File: src/rtl/vram_pkg.sv
// Shared VRAM geometry, host command record and arbiter state encoding.
package vram_pkg;

  localparam int VRAM_ADDR_W = 15;
  localparam int VRAM_DATA_W = 8;
  localparam int VRAM_DEPTH  = 32768;

  // Host command as stored in the command FIFO (24 bits).
  typedef struct packed {
    logic                   we;
    logic [VRAM_ADDR_W-1:0] addr;
    logic [VRAM_DATA_W-1:0] wdata;
  } host_cmd_t;

  typedef enum logic [1:0] {
    RENDER = 2'd0,
    GUARD  = 2'd1,
    HOST   = 2'd2
  } arb_state_t;

endpackage

File: src/rtl/vram_port_arbiter_if.sv
// Host command port: request handshake plus read response strobe.
interface vram_port_arbiter_if;
  import vram_pkg::*;

  logic                   host_valid;
  logic                   host_ready;
  logic                   host_we;
  logic [VRAM_ADDR_W-1:0] host_addr;
  logic [VRAM_DATA_W-1:0] host_wdata;
  logic                   host_rvalid;
  logic [VRAM_DATA_W-1:0] host_rdata;

  modport master (
    output host_valid, host_we, host_addr, host_wdata,
    input  host_ready, host_rvalid, host_rdata
  );

  modport slave (
    input  host_valid, host_we, host_addr, host_wdata,
    output host_ready, host_rvalid, host_rdata
  );
endinterface

File: src/rtl/vram_cmd_fifo.sv
// Synchronous host command FIFO; pointers carry one extra wrap bit.
module vram_cmd_fifo
  import vram_pkg::*;
#(
  parameter int DEPTH = 4
) (
  input  logic      clk,
  input  logic      rst,
  input  logic      push_i,
  input  host_cmd_t din_i,
  input  logic      pop_i,
  output host_cmd_t dout_o,
  output logic      full_o,
  output logic      empty_o
);
  localparam int AW = $clog2(DEPTH);

  host_cmd_t   mem_q [DEPTH];
  logic [AW:0] wr_ptr_q, wr_ptr_d;
  logic [AW:0] rd_ptr_q, rd_ptr_d;
  logic        do_push, do_pop;

  assign full_o  = (wr_ptr_q[AW] != rd_ptr_q[AW]) &&
                   (wr_ptr_q[AW-1:0] == rd_ptr_q[AW-1:0]);
  assign empty_o = (wr_ptr_q == rd_ptr_q);
  assign dout_o  = mem_q[rd_ptr_q[AW-1:0]];

  // Pointer advance; overflow/underflow requests are ignored.
  always_comb begin
    do_push  = push_i && !full_o;
    do_pop   = pop_i && !empty_o;
    wr_ptr_d = do_push ? wr_ptr_q + 1'b1 : wr_ptr_q;
    rd_ptr_d = do_pop  ? rd_ptr_q + 1'b1 : rd_ptr_q;
  end

  // Pointer registers; reset flushes the queue.
  always_ff @(posedge clk or posedge rst) begin
    if (rst) begin
      wr_ptr_q <= '0;
      rd_ptr_q <= '0;
    end else begin
      wr_ptr_q <= wr_ptr_d;
      rd_ptr_q <= rd_ptr_d;
    end
  end

  // Entry storage, written on accepted push.
  always_ff @(posedge clk) begin
    if (do_push) mem_q[wr_ptr_q[AW-1:0]] <= din_i;
  end
endmodule

File: src/rtl/vram_port_arbiter.sv
// Single-port VRAM arbiter: renderer has priority, host commands drain
// from a FIFO during renderer idle time after a guard interval.
module vram_port_arbiter
  import vram_pkg::*;
#(
  parameter int FIFO_DEPTH   = 4,
  parameter int GUARD_CYCLES = 1
) (
  input  logic                   clk,
  input  logic                   rst,
  input  logic                   render_busy,
  input  logic [VRAM_ADDR_W-1:0] render_addr,
  output logic [VRAM_DATA_W-1:0] render_data,
  vram_port_arbiter_if.slave     host,
  output logic [VRAM_ADDR_W-1:0] vram_addr,
  output logic                   vram_we,
  output logic [VRAM_DATA_W-1:0] vram_din,
  input  logic [VRAM_DATA_W-1:0] vram_dout
);
  arb_state_t state_q;
  logic [1:0] idle_q;
  logic       rvalid_q;
  logic       fifo_full, fifo_empty, push, issue;
  host_cmd_t  head, push_cmd;

  assign push_cmd    = '{we: host.host_we, addr: host.host_addr, wdata: host.host_wdata};
  assign push        = host.host_valid && host.host_ready;
  assign host.host_ready  = !fifo_full && !rst;
  assign host.host_rvalid = rvalid_q;
  assign host.host_rdata  = rvalid_q ? vram_dout : '0;
  assign render_data = vram_dout;

  vram_cmd_fifo #(.DEPTH(FIFO_DEPTH)) u_fifo (
    .clk     (clk),
    .rst     (rst),
    .push_i  (push),
    .din_i   (push_cmd),
    .pop_i   (issue),
    .dout_o  (head),
    .full_o  (fifo_full),
    .empty_o (fifo_empty)
  );

  // Port mux: renderer by default, FIFO head when the host may issue.
  always_comb begin
    issue     = (state_q == HOST) && !render_busy && !fifo_empty;
    vram_addr = render_addr;
    vram_we   = 1'b0;
    vram_din  = '0;
    if (issue) begin
      vram_addr = head.addr;
      vram_we   = head.we;
      vram_din  = head.wdata;
    end
  end

  // Ownership FSM. idle_q counts idle cycles since busy fell, including
  // the RENDER cycle that first saw it low, so access is granted exactly
  // GUARD_CYCLES cycles after the fall (GUARD is skipped when that is <=1).
  always_ff @(posedge clk or posedge rst) begin
    if (rst) begin
      state_q <= RENDER;
      idle_q  <= '0;
    end else begin
      case (state_q)
        RENDER: begin
          if (!render_busy) begin
            if (GUARD_CYCLES <= 1) begin
              state_q <= HOST;
              idle_q  <= '0;
            end else begin
              state_q <= GUARD;
              idle_q  <= 2'd1;
            end
          end
        end
        GUARD: begin
          if (render_busy) begin
            state_q <= RENDER;
            idle_q  <= '0;
          end else if (int'(idle_q) + 1 >= GUARD_CYCLES) begin
            state_q <= HOST;
            idle_q  <= '0;
          end else begin
            idle_q  <= idle_q + 2'd1;
          end
        end
        HOST: begin
          if (render_busy) state_q <= RENDER;
        end
        default: begin
          state_q <= RENDER;
          idle_q  <= '0;
        end
      endcase
    end
  end

  // Read response strobe one cycle after a host read issue.
  always_ff @(posedge clk or posedge rst) begin
    if (rst) rvalid_q <= 1'b0;
    else     rvalid_q <= issue && !head.we;
  end
endmodule

File: src/flat_wrapper.sv
// flat-port wrapper written by rule: the top's interface ports become plain ports
module vram_port_arbiter_flat import vram_pkg::*;
#(
  parameter int FIFO_DEPTH   = 4,
  parameter int GUARD_CYCLES = 1
)
  (clk, rst, render_busy, render_addr, render_data, vram_addr, vram_we, vram_din, vram_dout, host_host_valid, host_host_we, host_host_addr, host_host_wdata, host_host_ready, host_host_rvalid, host_host_rdata);
  vram_port_arbiter_if host_i ();
  input  logic clk;
  input  logic rst;
  input  logic render_busy;
  input  logic [VRAM_ADDR_W-1:0] render_addr;
  output logic [VRAM_DATA_W-1:0] render_data;
  output logic [VRAM_ADDR_W-1:0] vram_addr;
  output logic vram_we;
  output logic [VRAM_DATA_W-1:0] vram_din;
  input  logic [VRAM_DATA_W-1:0] vram_dout;
  input wire logic [$bits(host_i.host_valid)-1:0] host_host_valid;
  input wire logic [$bits(host_i.host_we)-1:0] host_host_we;
  input wire logic [$bits(host_i.host_addr)-1:0] host_host_addr;
  input wire logic [$bits(host_i.host_wdata)-1:0] host_host_wdata;
  output wire logic [$bits(host_i.host_ready)-1:0] host_host_ready;
  output wire logic [$bits(host_i.host_rvalid)-1:0] host_host_rvalid;
  output wire logic [$bits(host_i.host_rdata)-1:0] host_host_rdata;
  assign host_i.host_valid = host_host_valid;
  assign host_i.host_we = host_host_we;
  assign host_i.host_addr = host_host_addr;
  assign host_i.host_wdata = host_host_wdata;
  assign host_host_ready = host_i.host_ready;
  assign host_host_rvalid = host_i.host_rvalid;
  assign host_host_rdata = host_i.host_rdata;
  vram_port_arbiter #(.FIFO_DEPTH(FIFO_DEPTH), .GUARD_CYCLES(GUARD_CYCLES)) u_core (.clk(clk), .rst(rst), .render_busy(render_busy), .render_addr(render_addr), .render_data(render_data), .host(host_i), .vram_addr(vram_addr), .vram_we(vram_we), .vram_din(vram_din), .vram_dout(vram_dout));
endmodule
File: config.mk
export PLATFORM = sky130hd
export DESIGN_NAME = vram_port_arbiter_flat
export DESIGN_NICKNAME = d
export VERILOG_FILES = /design/src/rtl/vram_pkg.sv /design/src/rtl/vram_port_arbiter_if.sv /design/src/rtl/vram_cmd_fifo.sv /design/src/rtl/vram_port_arbiter.sv /design/src/flat_wrapper.sv
export SDC_FILE = /design/constraint.sdc
export NUM_CORES = 1
export LEC_CHECK = 0
export ABC_CLOCK_PERIOD_IN_PS = 2400
export CAP_MARGIN = 40
export CORE_MARGIN = 3
export CORE_UTILIZATION = 46
export DETAILED_ROUTE_END_ITERATION = 6
export GPL_ROUTABILITY_DRIVEN = 1
export PLACE_DENSITY = 0.76
export SLEW_MARGIN = 30
export SYNTH_ARGS = -nofsm -noshare
export SYNTH_HDL_FRONTEND = slang
export SYNTH_HIERARCHICAL = 1
export SYNTH_SLANG_ARGS = --single-unit
File: constraint.sdc
create_clock -name clk -period 2.4 [get_ports clk]
set_input_delay 0.48 -clock clk [delete_from_list [all_inputs] [get_ports clk]]
set_output_delay 0.48 -clock clk [all_outputs]
set_load 0.05 [all_outputs]
# Word level (Yosys, flattened, before mapping)
# Memory sizes are Yosys's and may differ from the RTL's.
# Index checks and enable logic that the tools add are counted.
classes:
  reduce_logical: 16
  n_eq_ne: 8
  n_addsub: 4
  shifts: 0
  mux: 15
  bitwise: 1
  order_cmp: 1
  n_mul: 0
  div: 0
op_table:
  columns: ["cell", "count"]
  rows:
  - ["$ge 32x2->1 const B", 1]
  - ["$mux 8", 2]
  - ["$mux 15", 1]
  - ["$mux 2", 7]
  - ["$pmux 2 s3", 2]
  - ["$logic_and 1x1->1", 8]
  - ["$add 3x1->3 const B", 2]
  - ["$logic_not 1->1", 5]
  - ["$ne 2x2->1 const B", 2]
  - ["$add 2x1->3 const B", 1]
  - ["$eq 3x3->1", 1]
  - ["$mux 1", 3]
  - ["$ne 3x2->1 const B", 1]
  - ["$reduce_and 3->1", 1]
  - ["$add 2x1->2 const B", 1]
  - ["$eq 2x1->1 const B", 1]
  - ["$eq 2x2->1", 1]
  - ["$eq 2x2->1 const B", 1]
  - ["$logic_not 2->1", 1]
  - ["$reduce_and 2->1", 1]
  - ["$ne 1x1->1", 1]
  - ["$not 1->1", 1]
word_totals:
  inputBits: 51
  ram_bits: 96
  romBits: 0
  output_inout_bits: 42
  latch_bits: 0
  reg_bits: 11
  n_memories: 1
  word_cells: 51
memory_table:
  columns: ["name", "words", "word_bits", "read_ports", "rd_clocked_by_memory_dff", "wr", "line", "rtl"]
  rows:
  - ["u_core.u_fifo.mem_q", 4, 24, 1, 0, 1, "vram_cmd_fifo.sv:18", "host_cmd_t mem_q [DEPTH];"]

# Depth between registers and ports, before layout
logic_depth:
  depth_word: 8
  ltp_mapped: 9
  mapped_depth_nobuf: 8

# By module
# The synthesis kept the hierarchy.
modules_own_cells:
  columns: ["mod", "cells_per_inst", "seq_area_each_um2", "area_each_um2", "instances"]
  rows:
  - ["vram_cmd_fifo", 175, 3032.9, 3981.3, 1]
  - ["vram_port_arbiter", 53, 50.0, 510.5, 1]

# Worst setup path before layout
# No wires, ideal clock.
synth_timing:
  path_type: "reg-to-reg"
  from: "register u_core.u_fifo.rd_ptr_q[1]"
  to: "memory u_core/u_fifo/mem_q[3][0] (netlist name) (enable)"
  setup_time_ns: 0.394
  slack_ns: -0.739
  stages_incl_launch_ff: 9
  period_less_slack_ns: 3.139
  required_time_ns: 2.006
  arrival_ns: 2.745
  path_cell_list: "dfrtp_1 buf_6 xnor2_1 nand3_2 inv_1 nor2_1 and2_1 nand2_1 a31oi_2"
synth_via:
  elab_chain_cells: 8
synth_rtl:
  columns: ["item", "line", "rtl"]
  rows:
  - ["start: declaration", "vram_cmd_fifo.sv:20", "logic [AW:0] rd_ptr_q, rd_ptr_d;"]
  - ["start signal: assignment", "vram_cmd_fifo.sv:43", "rd_ptr_q <= rd_ptr_d;"]
  - ["$eq 2x2->1", "vram_cmd_fifo.sv:24", "(wr_ptr_q[AW-1:0] == rd_ptr_q[AW-1:0]);"]
  - ["$logic_and 1x1->1", "vram_cmd_fifo.sv:23", "assign full_o = (wr_ptr_q[AW] != rd_ptr_q[AW]) &&"]
  - ["via u_core.fifo_full", "vram_port_arbiter.sv:23", "logic fifo_full, fifo_empty, push, issue;"]
  - ["$logic_not 1->1", "vram_port_arbiter.sv:28", "assign host.host_ready = !fifo_full && !rst;"]
  - ["$logic_and 1x1->1", "vram_port_arbiter.sv:28", null]
  - ["via host_host_ready", "flat_wrapper.sv:22", "output wire logic [$bits(host_i.host_ready)-1:0] host_host_ready;"]
  - ["$logic_and 1x1->1", "vram_port_arbiter.sv:27", "assign push = host.host_valid && host.host_ready;"]
  - ["via u_core.push", "vram_port_arbiter.sv:23", null]
  - ["$logic_and 1x1->1", "vram_cmd_fifo.sv:30", "do_push = push_i && !full_o;"]
  - ["$mux 1", "vram_cmd_fifo.sv:49", "if (do_push) mem_q[wr_ptr_q[AW-1:0]] <= din_i;"]
  - ["$mux 1 (not written as such)", "vram_cmd_fifo.sv:49", null]
  - ["end: declaration", "vram_cmd_fifo.sv:18", null]
# The timed path passes the listed nets, and every way through them passes these cells.

# Worst setup path after layout
layout_timing:
  from: "register u_core.u_fifo.wr_ptr_q[2]"
  to: "output port vram_addr[2]"
layout_via:
  elab_chain_cells: 4
layout_rtl:
  columns: ["item", "line", "rtl"]
  rows:
  - ["start: declaration", "vram_cmd_fifo.sv:19", "logic [AW:0] wr_ptr_q, wr_ptr_d;"]
  - ["start signal: assignment", "vram_cmd_fifo.sv:42", "wr_ptr_q <= wr_ptr_d;"]
  - ["$eq 3x3->1", "vram_cmd_fifo.sv:25", "assign empty_o = (wr_ptr_q == rd_ptr_q);"]
  - ["via u_core.fifo_empty", "vram_port_arbiter.sv:23", null]
  - ["$logic_not 1->1", "vram_port_arbiter.sv:46", "issue = (state_q == HOST) && !render_busy && !fifo_empty;"]
  - ["$logic_and 1x1->1", "vram_port_arbiter.sv:46", null]
  - ["$mux 15", "vram_port_arbiter.sv:50", "if (issue) begin"]
  - ["end: declaration", "flat_wrapper.sv:14", "output logic [VRAM_ADDR_W-1:0] vram_addr;"]
# The timed path passes the listed nets, and every way through them passes these cells.

==> impl_metrics.yaml <==
clock_network:
  cts_buffer_depth: 2
  path_clk_slew_ps: 90
  root_buffer: "clkbuf_8"
  cts_tree: "yes"
  cts_num_sinks: 104
  numCtsBuffers: 9
  clkLatencyLatePin_ps: 370
  htree_levels: 3
synthesis:
  syn_inst: 228
  yosysSeqAreaShare: 0.686
  synth_warnings: 6
  synth_top_family_by_area: "multiplexers"
  synth_fa_ha_area_frac: 0.0167
  synthMuxAreaShare: 0.165
  synth-seq-cells: 104
  ys_types: 29
  synth_compound_gate_area_share: 0.0240
  synth_area_um2: 4490
  avgSynthCellArea_um2: 19.7
  synth_nets: 285
  synth-simple-area-share: 0.0437
  synth_xor_area_frac: 0.0245
setup_path:
  r2r_cells: 11
  reg2reg_to: "u_core/u_fifo/mem_q[3][0]"
  required_ps: 1920
  cp_data_arrival_time_ps: 2070
  start_kind: "flop"
  cp_max_fo: 7
  reg2reg_slack_ps: 60
  rr_startpoint: "u_core/u_fifo/rd_ptr_q[0]"
  cp-endpoint: "vram_addr[2]"
  endpoint_kind: "output port"
  crit_path_start: "u_core/u_fifo/wr_ptr_q[2]"
  path_class: "reg -> out"
cells_and_area:
  mostFrequentLayoutCell: "edfxtp_1"
  final_area_um2: 6260
  num_antenna_cells: 0
  mostFrequentLayoutCells: "edfxtp_1 (96), clkdlybuf4s50_1 (51), buf_4 (29)"
  drive_above_1_share: 0.453
  n_fill_cell: 631
  area_growth_pct: 39.3
  nets: 403
floorplan:
  die-area_um2: 11000
  core_um2: 9370
  die_h_um: 105
  ios: 93
  rows: 35
  initial_core_util: 0.479
  fp.dieW_um: 105
power:
  leakage_nw: 2.27
  power.density_nw_per_um2: 1160
  irDropWorstVdd_v: 0.000621
global_route:
  track_usage: 0.174
  grt_overflow: 0
  grt_max_degree: 25
  antenna_found_initial: 0
  grt_pass1_wl_um: 14500
  grt_pass1_vias: 2789
timing:
  post-route-min-period_ps: 2550
  skew_ps: 14.8
  fmax_mhz: 392
  rsz0062_at_grt: "true"
  relSlewSlack: 0.663
  hold_violations: 0
  slew_viol_final: 0
  setup_viol: 24
  tightest_slew_ps: 503
  fin_crit_sh: 1.06
  fin_ws_ps: -152
detailed_routing:
  dr.pass1.iters: 4
  drt_iter0_markers: 188
  vias_per_cell: 5.21
  vias: 2501
  routedWlPerCell_um: 19.1
  drc: 0
  drt_wl_total_um: 9170
  postRouteAntennaNets: 0
outcome:
  status: "finished, violations left"
  violations: "setup timing"
placement:
  place_ws_ps: -102
  place_area_um2: 5750
  dp.final_hpwl_um: 5830
  gp_congestion: 0.851
  port_buffers: 92
hold_path:
  hp-class: "in -> async"
flow_run:
  max-cap-violations: 0
## power breakdown
part / internal (mW) / switching [mW]
Sequential: 2.27 / 0.131
Clock: 0.399 / 0.625
Combinational: 1.90 / 1.95
## Yosys cell counts
| cell type | instances | area share |
|---|---|---|
| xor2_2 | 2 | 0.0072 |
| nand2b_4 | 1 | 0.0031 |
| mux2_4 | 9 | 0.030 |
| xnor2_1 | 4 | 0.0078 |
| xor2_1 | 3 | 0.0059 |
| buf_4 | 8 | 0.013 |
| a31oi_2 | 1 | 0.0028 |
| mux2_2 | 6 | 0.015 |
| a211oi_2 | 2 | 0.0056 |
| and3_1 | 3 | 0.0042 |
| nor3_1 | 2 | 0.0022 |
| o31ai_1 | 4 | 0.0067 |
| edfxtp_1 | 96 | 0.64 |
| a21oi_1 | 4 | 0.0045 |
| o31ai_2 | 1 | 0.0028 |
| nor2_1 | 2 | 0.0017 |
| ha_1 | 6 | 0.017 |
| nand3_2 | 1 | 0.0022 |
| buf_6 | 5 | 0.013 |
| mux4_2 | 24 | 0.12 |
| dfrtp_1 | 8 | 0.045 |
| nand2b_1 | 2 | 0.0028 |
| a21boi_1 | 1 | 0.0017 |
| buf_12 | 1 | 0.0045 |
| buf_2 | 2 | 0.0022 |
| nand2_1 | 3 | 0.0025 |
| inv_1 | 8 | 0.0067 |
| xnor2_2 | 1 | 0.0036 |
| and2_1 | 18 | 0.025 |
## layout make-up
cell class / count / area (um2) / area share
timing repair inverter: 1 / 7.51 / 0.00120
multi-input combinational: 100 / 1350 / 0.215
sequential: 104 / 3090 / 0.494
tap: 129 / 161 / 0.0258
clock inverter: 7 / 63.8 / 0.0102
timing repair buffer: 122 / 1430 / 0.229
clock buffer: 9 / 124 / 0.0198
inverter: 8 / 33.8 / 0.00540
## stage by stage
stage	util	TNS (ps)	hold slack [ps]	power, mW	cells
final	0.668	-3050	391	7.27	480
after global routing	0.668	-4990	392	7.60	480
after CTS	0.665	-3860	382	7.26	478
after detailed placement	0.613	-1230	467	5.71	450
after global placement	0.613	-737	470	5.65	450
after floorplan	-	0	221	4.61	228
## what timing repair did
action	CTS	global route
pin swaps	12	3
endpoints found under the setup margin	24	108
gates cloned	2	0
gates resized for setup	49	5
hold buffers	0	0
setup buffers	10	2
## registers in the layout (all words and copies together) (netlist names)
signal                   count
u_core/u_fifo/rd_ptr_q       3
u_core/u_fifo/mem_q         96
u_core/state_q               1
u_core/host.host_rvalid      1
u_core/u_fifo/wr_ptr_q       3
## logic make-up after synthesis
family                     count (synthesis)
DFF                                      104
xor gates and xnor gates                  10
buffers and inverters                     24
and+or+nand+nor                           32
AOI/OAI and AO/OA                         13
adders and majority gates                  6
muxes                                     39
## critical path: stages (launching register included)
cell and delay [ps]:
dfrtp_2 450, xor2_4 200, nor3_2 190, nand2b_4 250, buf_12 160, mux2_4 310, buf_8 150
## layer usage
metal	part of all wire	GRT usage
met5	0	0
met4	0.018	0.0665
met3	0.049	0.0327
met2	0.53	0.306
met1	0.40	0.212
## how the worst min path moves through the flow
stage	start	to	slack (ps)	depth (start not counted)
floorplan	rst	u_core/host.host_rvalid	220	1
global route	rst	u_core/state_q[1]	390	2
CTS	rst	u_core/state_q[1]	380	2
finish	rst	u_core/state_q[1]	390	2
detailed placement	u_core/state_q[1]	u_core/state_q[1]	470	1
global placement	u_core/state_q[1]	u_core/state_q[1]	470	1
Power figures use the tool's default switching activity.
